File: src/rtl/div_ratio_ctrl.sv
// div_ratio_ctrl: programmable clock divider with a glitch-free ratio handshake.
//
// div_out is a registered 50% duty clock whose half-period is active_ratio clk cycles.
// New ratios are requested through a valid/ready handshake. A request made while the
// divider is running is held in a pending register. It takes effect only at the next
// falling toggle of div_out, so that whole phases are always produced.
//
// Ports:
//   clk          in   system clock, rising edge
//   resetn       in   asynchronous active-low reset
//   cfg_valid    in   configuration request strobe
//   cfg_ratio    in   requested half-period in clk cycles (0 = stop)
//   cfg_ready    out  request can be accepted this cycle
//   cfg_err      out  one-cycle pulse: ratio 0 requested while idle
//   div_out      out  divided clock (registered)
//   rise_pulse   out  one-cycle pulse on the first cycle div_out reads 1
//   busy         out  state is not IDLE
//   active_ratio out  half-period currently driving div_out
module div_ratio_ctrl #(
  parameter int unsigned HALF_W = 5
) (
  input  logic              clk,
  input  logic              resetn,
  input  logic              cfg_valid,
  input  logic [HALF_W-1:0] cfg_ratio,
  output logic              cfg_ready,
  output logic              cfg_err,
  output logic              div_out,
  output logic              rise_pulse,
  output logic              busy,
  output logic [HALF_W-1:0] active_ratio
);

  typedef enum logic [1:0] {StIdle, StRun, StDrain} state_e;

  localparam logic [HALF_W-1:0] One  = HALF_W'(1);
  localparam logic [HALF_W-1:0] Zero = '0;

  state_e            state_q, state_d;
  logic              div_q, div_d;
  logic              rise_q, rise_d;
  logic              err_q, err_d;
  logic [HALF_W-1:0] act_q, act_d;
  logic [HALF_W-1:0] cnt_q, cnt_d;
  logic [HALF_W-1:0] pend_q, pend_d;
  logic              accept;

  // Ready and busy decode straight from state so reset forces them without a clock.
  assign cfg_ready    = (state_q != StDrain);
  assign busy         = (state_q != StIdle);
  assign accept       = cfg_valid & cfg_ready;
  assign cfg_err      = err_q;
  assign div_out      = div_q;
  assign rise_pulse   = rise_q;
  assign active_ratio = act_q;

  always_comb begin
    state_d = state_q;
    div_d   = div_q;
    act_d   = act_q;
    cnt_d   = cnt_q;
    pend_d  = pend_q;
    err_d   = 1'b0;

    unique case (state_q)
      StIdle: begin
        div_d = 1'b0;
        if (accept) begin
          if (cfg_ratio == Zero) begin
            err_d = 1'b1;
          end else begin
            div_d   = 1'b1;
            act_d   = cfg_ratio;
            cnt_d   = cfg_ratio - One;
            state_d = StRun;
          end
        end
      end

      StRun, StDrain: begin
        // act_q is never 0 here, so the reload cannot underflow.
        if (cnt_q == Zero) begin
          div_d = ~div_q;
          cnt_d = act_q - One;
        end else begin
          cnt_d = cnt_q - One;
        end

        if (state_q == StRun && accept) begin
          pend_d  = cfg_ratio;
          state_d = StDrain;
        end

        // Switch on the first 1->0 toggle after acceptance; the new low phase uses
        // the pending ratio, so no phase is ever truncated.
        if (state_q == StDrain && cnt_q == Zero && div_q) begin
          div_d = 1'b0;
          if (pend_q != Zero) begin
            act_d   = pend_q;
            cnt_d   = pend_q - One;
            state_d = StRun;
          end else begin
            act_d   = Zero;
            cnt_d   = Zero;
            state_d = StIdle;
          end
        end
      end

      default: begin
        state_d = StIdle;
        div_d   = 1'b0;
      end
    endcase

    rise_d = div_d & ~div_q;
  end

  always_ff @(posedge clk or negedge resetn) begin
    if (!resetn) begin
      state_q <= StIdle;
      div_q   <= 1'b0;
      rise_q  <= 1'b0;
      err_q   <= 1'b0;
      act_q   <= '0;
      cnt_q   <= '0;
      pend_q  <= '0;
    end else begin
      state_q <= state_d;
      div_q   <= div_d;
      rise_q  <= rise_d;
      err_q   <= err_d;
      act_q   <= act_d;
      cnt_q   <= cnt_d;
      pend_q  <= pend_d;
    end
  end

endmodule

File: config.mk
export PLATFORM = sky130hd
export DESIGN_NAME = div_ratio_ctrl
export DESIGN_NICKNAME = d
export VERILOG_FILES = /design/src/rtl/div_ratio_ctrl.sv
export SDC_FILE = /design/constraint.sdc
export NUM_CORES = 1
export LEC_CHECK = 0
export ABC_AREA = 0
export CORE_UTILIZATION = 51
export CTS_BUF_LIST = sky130_fd_sc_hd__clkbuf_8
export CTS_CLUSTER_SIZE = 20
export DETAILED_ROUTE_END_ITERATION = 7
export PLACE_DENSITY = 0.86
export SYNTH_ARGS = -nofsm -noshare
export SYNTH_HDL_FRONTEND = slang
export SYNTH_SLANG_ARGS = --single-unit
File: constraint.sdc
create_clock -name clk -period 1.8 [get_ports clk]
set_input_delay 0.18 -clock clk [delete_from_list [all_inputs] [get_ports clk]]
set_output_delay 0.18 -clock clk [all_outputs]
set_load 0.01 [all_outputs]
Word-level counts from Yosys, hierarchy flattened
Index checks and enable logic that the tools add are counted.
{"block": "word_totals", "reg_bits": 20, "input_bits": 8, "output_inout_bits": 10}
{"block": "classes", "eq_ne": 7, "bitwise_logic": 3, "n_mux": 25, "reduce_logical": 14, "n_addsub": 4}
{"operator": "$mux 5", "n": 9}
{"operator": "$pmux 5 s2", "n": 2}
{"operator": "$sub 5x1->5 const B", "n": 4}
{"operator": "$logic_not 5->1", "n": 2}
{"operator": "$mux 1", "n": 8}
{"operator": "$mux 2", "n": 4}
{"operator": "$ne 2x2->1 const B", "n": 4}
{"operator": "$reduce_and 3->1", "n": 2}
{"operator": "$reduce_bool 5->1", "n": 1}
{"operator": "$pmux 2 s2", "n": 1}
{"operator": "$reduce_and 4->1", "n": 1}
{"operator": "$reduce_bool 2->1", "n": 2}
{"operator": "$logic_and 1x1->1", "n": 3}
{"operator": "$ne 3x3->1 const B", "n": 1}
{"operator": "$and 1x1->1", "n": 2}
{"operator": "$eq 2x1->1 const B", "n": 1}
{"operator": "$eq 2x2->1 const B", "n": 1}
{"operator": "$logic_not 2->1", "n": 1}
{"operator": "$pmux 1 s2", "n": 1}
{"operator": "$reduce_and 2->1", "n": 1}
{"operator": "$reduce_or 2->1", "n": 1}
{"operator": "$not 1->1", "n": 1}

Depth between registers and ports, before layout
Gate-level depths: netlist (run 1).
{"block": "logic_depth", "ltp_word": 6, "depth_mapped": 8, "mapped_depth_nobuf": 7}

Worst setup path before layout (run 1)
No wires, ideal clock.
{"block": "synth_path", "kind": "register to register", "start": "register cnt_q[1]", "end": "register cnt_q[4]", "stages_incl_launch_ff": 8, "slack_ns": -0.143, "period_less_slack_ns": 1.943, "arrival_time_ns": 1.817, "path_cell_list": "dfrtp_1 -> nor3_4 -> and2_2 -> a21oi_1 -> ha_1 -> and4_1 -> o21ba_2 -> o32a_1"}
{"block": "synth_between", "elab_chain_len": 5}
{"item": "start, declared", "line_no": "44", "source": "logic [HALF_W-1:0] cnt_q, cnt_d;"}
{"item": "start signal, assigned", "line_no": "134", "source": "cnt_q <= cnt_d;"}
{"item": "branches (longest 3 deep; another with $sub 5x1->5)"}
{"item": "$mux 5 (*)", "line_no": "96", "source": "if (state_q == StDrain && cnt_q == Zero && div_q) begin"}
{"item": "$pmux 5 s2 (*)", "line_no": "65", "source": "unique case (state_q)"}
Mark *: on every way between the ends.
A chain may end at the register's enable or synchronous reset.

Worst setup path in the final report (run 1)
{"block": "layout_path", "start": "register cnt_q[2]", "end": "register cnt_q[4]"}
Same word-level chain as after synthesis.

==> run metrics, run 1 <==
Synth cell types=46; failing checks=setup timing; Port Buffers=17; Area after DPL=0.00182 mm2; fmax=545 MHz; Primary FF master, synth=dfrtp_1; worst path arrival time=1990 ps; Clk pwr share=10.9%; DP Wirelength=2.86 mm; Final Hold Viols=0; pins over their slew limit=0; Psw=1.89 mW; first-pass GRT wire length=6.02 mm; antenna violations before repair=0; Comb pwr share=67.1%; clk slew on worst S/H paths=80 ps; CORE AREA=0.00252 mm2; drt drc=0; Net Sw Frac=44.6%; CTS Root Cell=clkbuf_8; Pwr per Cell Area=2080 mW/mm2; initial drt markers=54; Die X=54.2 um; fin nets=220; Max Cap Viol=0; initial core utilization=55.1%; I/O Pins=18; async set-reset flop share out of synthesis=100%; Crit path max-delay family=compound AO/OA/AOI/OAI gates; slew of the pin with the lowest slew margin=335 ps; Mapped Nets=166; antenna cells=0; row count=18; Leak=0.917 nW; vias per inst=6.23; gr ovfl total=0; post-route ant nets=0; CTS sink cnt=20; cell count after synthesis=149; CP max stage delay=440 ps; vias in the first global route=1269; worst path bufs/invs=1; total number of vias=1446; Die ar.=0.00294 mm2; WL per Instance=19.7 um; worst-path cell chain=buf_4 -> nor3b_2 -> a21oi_1 -> ha_2 -> and4_1 -> o21ba_2 -> o32a_1; crit path time final=1830 ps; status=complete, but fails checks; Hold Path Class=primary input to asynchronous set/reset pin; clock latency at the later pin of the worst-skew pair=260 ps; Post-Route WL=4.56 mm; final worst setup slack=-34.4 ps; Final Core Density=80.7%; TritonRoute pass-1 iters=4; WHS=249 ps; Rel. slew slack=77.5%; H-tree depth=1; Post-Synthesis Mean Instance Area=9.32 um2; share of layout cells above drive strength 1=40.6%; Post-synth EDFFs=0; RSZ-0062 raised after global routing=true; largest net degree at the start of global routing=21; Placer Congestion=0.980; CP Capture Type=register; post-synthesis sequential element count=20; final period utilization=102%; area grow syn2layout=46.6%; Cell Int Power=2.35 mW; clk buf depth=2; Cell Area, Synth=0.00139 mm2; register area share after synthesis=36.0%; CTS tree=done; Startpoint Class=register; critical path class=register to register; post-route design area=0.00204 mm2; Worst Path Required=1950 ps; Peak VDD IR=1.39 mV; Finish-stage setup viols=2; TritonCTS Buffers=3; Worst Path Max Fanout=3; total track usage=29.4%; Die Ht=54.2 um; Clock Skews=1.19 ps; synth warn=0; CP max-delay cell=dfrtp_2; Sequential Power Share=22.0%
[sequential cells by signal, indices dropped and copies added, names as in the netlist]
register,cells
pend_q,5
active_ratio,5
rise_pulse,1
div_out,1
cfg_err,1
state_q,2
cnt_q,5
[worst reg2reg max path, delay by kind of cell (launching register included)]
kind | cells | cell delay [ps]
flip-flops | 1 | 440
AO/OA/AOI/OAI | 3 | 600
adder cells (fa/ha/maj) | 1 | 220
AND/OR/NAND/NOR | 2 | 330
buffers and inverters | 1 | 150
[stage by stage]
stage          power (mW)  TNS, ps  setup WS (ps)  instances
6_report             4.23    -42.1          -34.4        232
5_1_grt              4.47     -154          -93.4        232
4_1_cts              3.81    -85.3          -36.0        228
3_5_place_dp         3.22    -2130           -265        223
3_3_place_gp         3.10    -1480           -210        223
2_1_floorplan        2.27    -56.2          -56.2        149
[Yosys cell counts, types with 2 or more instances]
cell | count | area share, %
a31oi_1 | 5 | 2.3
mux2_2 | 5 | 4.1
nor3_1 | 3 | 1.1
xnor2_1 | 5 | 3.2
ha_1 | 9 | 8.1
o31ai_1 | 2 | 1.1
inv_1 | 10 | 2.7
dfrtp_1 | 20 | 36
clkbuf_1 | 2 | 0.54
nor3b_1 | 2 | 1.1
or3b_4 | 2 | 1.6
nor2_1 | 13 | 3.5
o21ai_0 | 7 | 2.5
nand2b_1 | 2 | 0.90
mux2i_1 | 3 | 2.2
nand3_1 | 2 | 0.72
xor2_1 | 3 | 1.9
nand2_1 | 15 | 4.1
nand3b_1 | 2 | 1.1
a21oi_1 | 11 | 4.0
[logic make-up (layout without fill, tap and decap cells)]
logic type	count (synthesis)	in the layout	share of synthesized area, %
buffers and inverters	13	66	3.60
and+or+nand+nor	52	52	21.9
xor gates and xnor gates	8	8	5.05
adders and majority gates	9	9	8.11
AOI/OAI and AO/OA	38	38	18.3
muxes	9	9	7.03
DFF	20	20	36.0
[per-layer routing]
layer  share of wire, %  track usage [%]  vias to the layer above  wire (um)
met4                2.5             11.1                        0        114
met1                 41             36.8                      726       1890
met5                  0                0                        -          0
li1                   -                -                      646          -
met3                6.1             4.52                       12        278
met2                 50             50.2                       62       2290
[final cells by class]
cell class                      instances  area, um2
Tap cell                               30       37.5
Multi-Input combinational cell        116        940
Sequential cell                        20        503
Fill cell                             149        487
Clock buffer                            3       41.3
Timing Repair Buffer                   52        447
Clock inverter                          1       30.0
Inverter                               10       37.5
[power by group through the flow]
| stage | Clock [mW] | Sequential (mW) | Combinational (mW) |
|---|---|---|---|
| after global placement | 0 | 0.883 | 2.21 |
| after floorplan | 0 | 0.926 | 1.34 |
| after CTS | 0.458 | 0.901 | 2.45 |
| after detailed placement | 0 | 0.900 | 2.32 |
| after global routing | 0.485 | 0.951 | 3.03 |
| final | 0.462 | 0.930 | 2.84 |
[cells in the final DEF, fill, tap and decap left out, types with 3 or more instances in the layout]
master / Yosys / final
nor2_1: 13 / 10
xor2_1: 3 / 3
clkdlybuf4s50_1: 0 / 13
a21oi_1: 11 / 10
dfrtp_1: 20 / 18
o21ai_2: 0 / 4
xnor2_1: 5 / 5
buf_4: 0 / 33
inv_2: 0 / 4
mux2_2: 5 / 5
mux2i_1: 3 / 3
nand2_1: 15 / 14
dlymetal6s2s_1: 0 / 3
ha_1: 9 / 5
o21ai_0: 7 / 3
ha_2: 0 / 3
clkbuf_8: 0 / 3
inv_1: 10 / 6
nor3_1: 3 / 3
a31oi_1: 5 / 5
[what timing repair did]
action                     in CTS  in global routing
buffers inserted                1                  4
hold buffers                    0                  0
gates resized for setup         8                 29
setup endpoints to repair       7                 13
pin swaps                       0                  5
[worst paths after layout]
check	start	end	slack (ps)	depth (start not counted)
worst max-delay path	cnt_q[2]$_DFFE_PN0P_	cnt_q[4]$_DFFE_PN0P_	-30	7
worst min-delay path	resetn	rise_pulse$_DFF_PN0_	250	2
worst max register to register	cnt_q[2]$_DFFE_PN0P_	cnt_q[4]$_DFFE_PN0P_	-30	7
worst min register to register	div_out$_DFF_PN0_	rise_pulse$_DFF_PN0_	560	1
max in group asynchronous	resetn	cnt_q[1]$_DFFE_PN0P_	1320	2
min in group clk	cfg_ratio[0]	pend_q[0]$_DFFE_PN0P_	380	4
No activity file was read; power rests on OpenSTA's default activity.
==> run 2, diff against run 1 <==
--- a/config.mk
+++ b/config.mk
@@ -12,3 +12,4 @@
 export DETAILED_ROUTE_END_ITERATION = 7
-export PLACE_DENSITY = 0.86
+export PLACE_DENSITY = 0.78
+export SKIP_CTS_REPAIR_TIMING = 1
 export SYNTH_ARGS = -nofsm -noshare
--- a/constraint.sdc
+++ b/constraint.sdc
@@ -3,2 +3,2 @@
 set_output_delay 0.18 -clock clk [all_outputs]
-set_load 0.01 [all_outputs]
+set_load 0.05 [all_outputs]
==> run metrics, run 2 (synthesis results as in run 1) <==
status=complete, but fails checks (unchanged); failing checks=setup timing (unchanged); Leak=0.901 nW (was 0.917 nW); final worst setup slack=-46.5 ps (was -34.4 ps); clk slew on worst S/H paths=80 ps (about the same); Clk pwr share=10.8% (was 10.9%); Psw=2.03 mW (was 1.89 mW); initial drt markers=44 (was 54); Placer Congestion=0.982 (was 0.980); WL per Instance=16.7 um (was 19.7 um); Peak VDD IR=1.53 mV (was 1.39 mV); RSZ-0062 raised after global routing=true (unchanged); post-route ant nets=0 (unchanged); Die ar.=0.00294 mm2 (unchanged); largest net degree at the start of global routing=21 (unchanged); DP Wirelength=2.80 mm (was 2.86 mm); clock latency at the later pin of the worst-skew pair=270 ps (was 260 ps); CORE AREA=0.00252 mm2 (unchanged); CP Capture Type=register (unchanged); CTS tree=done (unchanged); worst path arrival time=2010 ps (was 1990 ps); total track usage=28.4% (was 29.4%); Hold Path Class=primary input to asynchronous set/reset pin (unchanged); Post-Route WL=3.87 mm (was 4.56 mm); fin nets=220 (unchanged); commonest non-fill, non-tap cell in the layout=buf_4 (unchanged); Sequential Power Share=20.8% (was 22.0%); Die X=54.2 um (unchanged); H-tree depth=1 (unchanged); Cell Int Power=2.32 mW (was 2.35 mW); r2r endpoint=active_ratio[1]$_DFFE_PN0P_ (was cnt_q[4]$_DFFE_PN0P_); commonest non-fill, non-tap cells in the layout=buf_4 (36), dfrtp_1 (17), nand2_1 (13), clkdlybuf4s50_1 (13), nor2_1 (11) (was buf_4 (33), dfrtp_1 (18), nand2_1 (14)); row count=18 (unchanged); TritonCTS Buffers=3 (unchanged); CTS Root Cell=clkbuf_8 (unchanged); r2r setup slk=-50 ps (was -30 ps); pins over their slew limit=0 (unchanged); Fillers=163 (was 149); WHS=244 ps (was 249 ps); Max Cap Viol=0 (unchanged); antenna cells=0 (unchanged); Critical path origin=pend_q[0]$_DFFE_PN0P_ (was cnt_q[2]$_DFFE_PN0P_); gr ovfl total=0 (unchanged); initial core utilization=55.1% (unchanged); Net Sw Frac=46.7% (was 44.6%); antenna violations before repair=0 (unchanged); Die Ht=54.2 um (unchanged); Final Power=4.35 mW (was 4.23 mW); area grow syn2layout=44.5% (was 46.6%); share of layout cells above drive strength 1=39.6% (was 40.6%); slew of the pin with the lowest slew margin=499 ps (was 335 ps); clk buf depth=2 (unchanged); crit path to=active_ratio[1]$_DFFE_PN0P_ (was cnt_q[4]$_DFFE_PN0P_); Port Buffers=17 (unchanged); Worst Path Required=1960 ps (was 1950 ps); vias in the first global route=1278 (was 1269); I/O Pins=18 (unchanged); CTS sink cnt=20 (unchanged); drt drc=0 (unchanged); Comb pwr share=68.5% (was 67.1%); Pwr per Cell Area=2170 mW/mm2 (was 2080 mW/mm2); Rel. slew slack=66.6% (was 77.5%); final period utilization=103% (was 102%); Final Core Density=79.6% (was 80.7%); worst slack at placement=-270 ps (was -265 ps); TNS Setup=-112 ps (was -42.1 ps); Finish-stage setup viols=3 (was 2); Worst Path Max Fanout=3 (unchanged); total number of vias=1373 (was 1446); Final Hold Viols=0 (unchanged); first-pass GRT wire length=5.78 mm (was 6.02 mm); fmax=542 MHz (was 545 MHz); TritonRoute pass-1 iters=4 (unchanged); crit path time final=1850 ps (was 1830 ps); r2r startpoint=pend_q[0]$_DFFE_PN0P_ (was cnt_q[2]$_DFFE_PN0P_); Clock Skews=1.94 ps (was 1.19 ps); vias per inst=5.92 (was 6.23); critical path class=register to register (unchanged); reg2reg path depth=7 (unchanged); Startpoint Class=register (unchanged)
-- run 2: changes by cell type in the layout (fill, tap and decap cells not counted), sizes merged --
| cell | previous run | this run |
|---|---|---|
| clkinvlp | 0 | 1 |
| dlygate4sd2 | 1 | 0 |
| dlymetal6s2s | 3 | 2 |
| buf | 35 | 37 |
| inv | 10 | 9 |
-- run 2: worst min-delay path by stage --
stage	cells after the start	start	to
finish	2	resetn	div_out$_DFF_PN0_
global route	2	resetn	div_out$_DFF_PN0_
CTS	2	resetn	rise_pulse$_DFF_PN0_
detailed placement	2	resetn	rise_pulse$_DFF_PN0_
global placement	1	state_q[1]$_DFFE_PN0P_	state_q[1]$_DFFE_PN0P_
floorplan	0	resetn	active_ratio[0]$_DFFE_PN0P_
-- run 2: power groups by stage --
stage | Clock (mW) | Combinational (mW) | Sequential, mW
5_1_grt | 0.489 | 3.17 | 0.933
6_report | 0.469 | 2.98 | 0.903
2_1_floorplan | 0 | 1.47 | 1.16
3_5_place_dp | 0 | 2.72 | 0.884
3_3_place_gp | 0 | 2.64 | 0.870
4_1_cts | 0.470 | 2.77 | 0.874
-- run 2: per-stage QoR --
step / instances / cell area, um2
final: 232 / 2010
after floorplan: 149 / 1420
after global placement: 226 / 1860
after CTS: 230 / 1940
after detailed placement: 226 / 1860
after global routing: 232 / 2010
-- run 2: cell type report --
type / instances / area [um2] / share of cell area [%]
clock buffer: 3 / 41.3 / 2.06
timing repair buffer: 52 / 445 / 22.2
tap: 30 / 37.5 / 1.87
sequential: 20 / 504 / 25.1
multi-input combinational: 116 / 907 / 45.2
clock inverter: 1 / 30.0 / 1.50
inverter: 10 / 41.3 / 2.06
-- run 2: worst max-delay path, stage by stage (launching register included) --
cell,delay (ps)
dfrtp_1,410
inv_2,70
ha_1,130
or3b_4,400
or2_4,280
nand3_1,80
o21ai_1,90
mux2_2,270
-- run 2: routing by layer --
metal	track usage, %	routed length [um]	up-vias
li1	-	-	642
met1	34.6	1570	654
met2	48.4	1980	61
met3	4.24	203	16
met4	13.2	113	0
met5	0	0	-
==> run 3, diff against run 2 <==
PLACE_DENSITY = 0.84   (was 0.78)
==> run metrics, run 3 (synthesis results as in run 1) <==
Psw=1.97 mW (was 2.03 mW); Worst Path Max Fanout=5 (was 3); r2r setup slk=-40 ps (was -50 ps); Non-Filler Instances=228 (was 232); reg2reg path depth=6 (was 7); clk buf depth=2 (unchanged); r2r endpoint=cnt_q[4]$_DFFE_PN0P_ (was active_ratio[1]$_DFFE_PN0P_); final period utilization=102% (was 103%); Final Power=4.15 mW (was 4.35 mW); failing checks=setup timing (unchanged); final worst setup slack=-44.1 ps (was -46.5 ps); Comb pwr share=69.6% (was 68.5%); Max Cap Viol=0 (unchanged); CTS sink cnt=20 (unchanged); worst-path cell chain=nor3b_1 -> a21oi_1 -> ha_2 -> and4_1 -> o21ba_2 -> o32a_1 (was inv_2 -> ha_1 -> or3b_4 -> or2_4 -> nand3_1 -> o21ai_1 -> mux2_2); worst path arrival time=1990 ps (was 2010 ps); Rel. slew slack=66.8% (was 66.6%); CORE AREA=0.00252 mm2 (unchanged); Hold Path Class=primary input to asynchronous set/reset pin (unchanged); WHS=246 ps (was 244 ps); gr ovfl total=0 (unchanged); status=complete, but fails checks (unchanged); Port Buffers=17 (unchanged); crit path time final=1840 ps (was 1850 ps); Placer Congestion=1.00 (was 0.982); TNS Setup=-44.1 ps (was -112 ps); pins over their slew limit=0 (unchanged); post-route design area=0.00197 mm2 (was 0.00201 mm2); largest net degree at the start of global routing=21 (unchanged); antenna violations before repair=0 (unchanged); Cell Int Power=2.18 mW (was 2.32 mW); total track usage=27.0% (was 28.4%); row count=18 (unchanged); total number of vias=1308 (was 1373); DP Wirelength=2.72 mm (was 2.80 mm); TritonRoute pass-1 iters=4 (unchanged); CTS Root Cell=clkbuf_8 (unchanged); Die ar.=0.00294 mm2 (unchanged); Clk pwr share=8.4% (was 10.8%); antenna cells=0 (unchanged); clock latency at the later pin of the worst-skew pair=270 ps (about the same); vias per inst=5.74 (was 5.92); Clock Skews=5.21 ps (was 1.94 ps); slew of the pin with the lowest slew margin=497 ps (was 499 ps); Die Ht=54.2 um (unchanged); CP max stage delay=460 ps (was 410 ps); initial drt markers=43 (was 44); Fillers=153 (was 163); Worst Path Required=1950 ps (was 1960 ps); CP max-delay cell=dfrtp_2 (was dfrtp_1); clk slew on worst S/H paths=80 ps (about the same); critical path class=register to register (unchanged); post-route ant nets=0 (unchanged); Area after DPL=0.00184 mm2 (was 0.00186 mm2); Startpoint Class=register (unchanged); Die X=54.2 um (unchanged); Final Hold Viols=0 (unchanged); share of layout cells above drive strength 1=38.9% (was 39.6%); Final Core Density=78.0% (was 79.6%); TritonCTS Buffers=3 (unchanged); vias in the first global route=1194 (was 1278); Net Sw Frac=47.4% (was 46.7%); H-tree depth=1 (unchanged); drt drc=0 (unchanged); r2r startpoint=cnt_q[1]$_DFFE_PN0P_ (was pend_q[0]$_DFFE_PN0P_); initial core utilization=55.1% (unchanged); Post-Route WL=3.59 mm (was 3.87 mm); Peak VDD IR=1.56 mV (was 1.53 mV); area grow syn2layout=41.6% (was 44.5%); dpl cells=223 (was 226); Sequential Power Share=21.9% (was 20.8%); WL per Instance=15.7 um (was 16.7 um); commonest non-fill, non-tap cell in the layout=buf_4 (unchanged); Pwr per Cell Area=2110 mW/mm2 (was 2170 mW/mm2); Leak=0.873 nW (was 0.901 nW); CP Capture Type=register (unchanged); CTS tree=done (unchanged); RSZ-0062 raised after global routing=true (unchanged); fmax=542 MHz (about the same); worst slack at placement=-271 ps (was -270 ps); commonest non-fill, non-tap cells in the layout=buf_4 (33), dfrtp_1 (17), clkdlybuf4s50_1 (13) (was buf_4 (36), dfrtp_1 (17), nand2_1 (13), clkdlybuf4s50_1 (13), nor2_1 (11)); fin nets=216 (was 220); I/O Pins=18 (unchanged); Finish-stage setup viols=1 (was 3); first-pass GRT wire length=5.53 mm (was 5.78 mm)
-- run 3: changes by cell type in the layout (fill, tap and decap cells not counted), sizes merged --
cell	change
buf	-3
dlymetal6s2s	-1
bufinv	-1
clkbuf	+1
-- run 3: worst max path at each step --
stage	start	slack, ps	cells after the start	end
6_report	cnt_q[1]$_DFFE_PN0P_	-40	6	cnt_q[4]$_DFFE_PN0P_
3_3_place_gp	cfg_ratio[0]	-200	8	state_q[0]$_DFFE_PN0P_
4_1_cts	pend_q[1]$_DFFE_PN0P_	-80	7	cnt_q[4]$_DFFE_PN0P_
5_1_grt	cnt_q[1]$_DFFE_PN0P_	-90	6	cnt_q[4]$_DFFE_PN0P_
3_5_place_dp	cfg_ratio[0]	-270	8	state_q[0]$_DFFE_PN0P_
2_1_floorplan	cnt_q[2]$_DFFE_PN0P_	-60	7	cnt_q[4]$_DFFE_PN0P_
-- run 3: routing by layer --
layer / GRT usage [%] / up-vias / wire length, um
met4: 10.3 / 0 / 62
met5: 0 / - / 0
met3: 5.65 / 9 / 189
li1: - / 640 / -
met1: 35.9 / 615 / 1600
met2: 42.5 / 44 / 1740
-- run 3: area by class of cell --
cell class | count | area (um2) | area share, %
Multi-Input combinational cell | 116 | 918 | 46.7
Timing Repair Buffer | 48 | 410 | 20.9
Inverter | 10 | 41.3 | 2.10
Clock buffer | 4 | 55.1 | 2.80
Tap cell | 30 | 37.5 | 1.91
Sequential cell | 20 | 504 | 25.6
-- run 3: power by group through the flow --
stage               Sequential, mW  Combinational [mW]  Clock [mW]
floorplan                     1.16                1.47           0
global placement             0.876                2.60           0
detailed placement           0.895                2.69           0
CTS                          0.887                2.71       0.358
global route                 0.945                3.10       0.381
finish                       0.910                2.89       0.350
-- run 3: critical path: cells and delay by family, from the launching register on --
kind	cells	cell delay (ps)
compound gates	3	620
fa+ha+maj	1	220
flops	1	460
simple gates	2	420
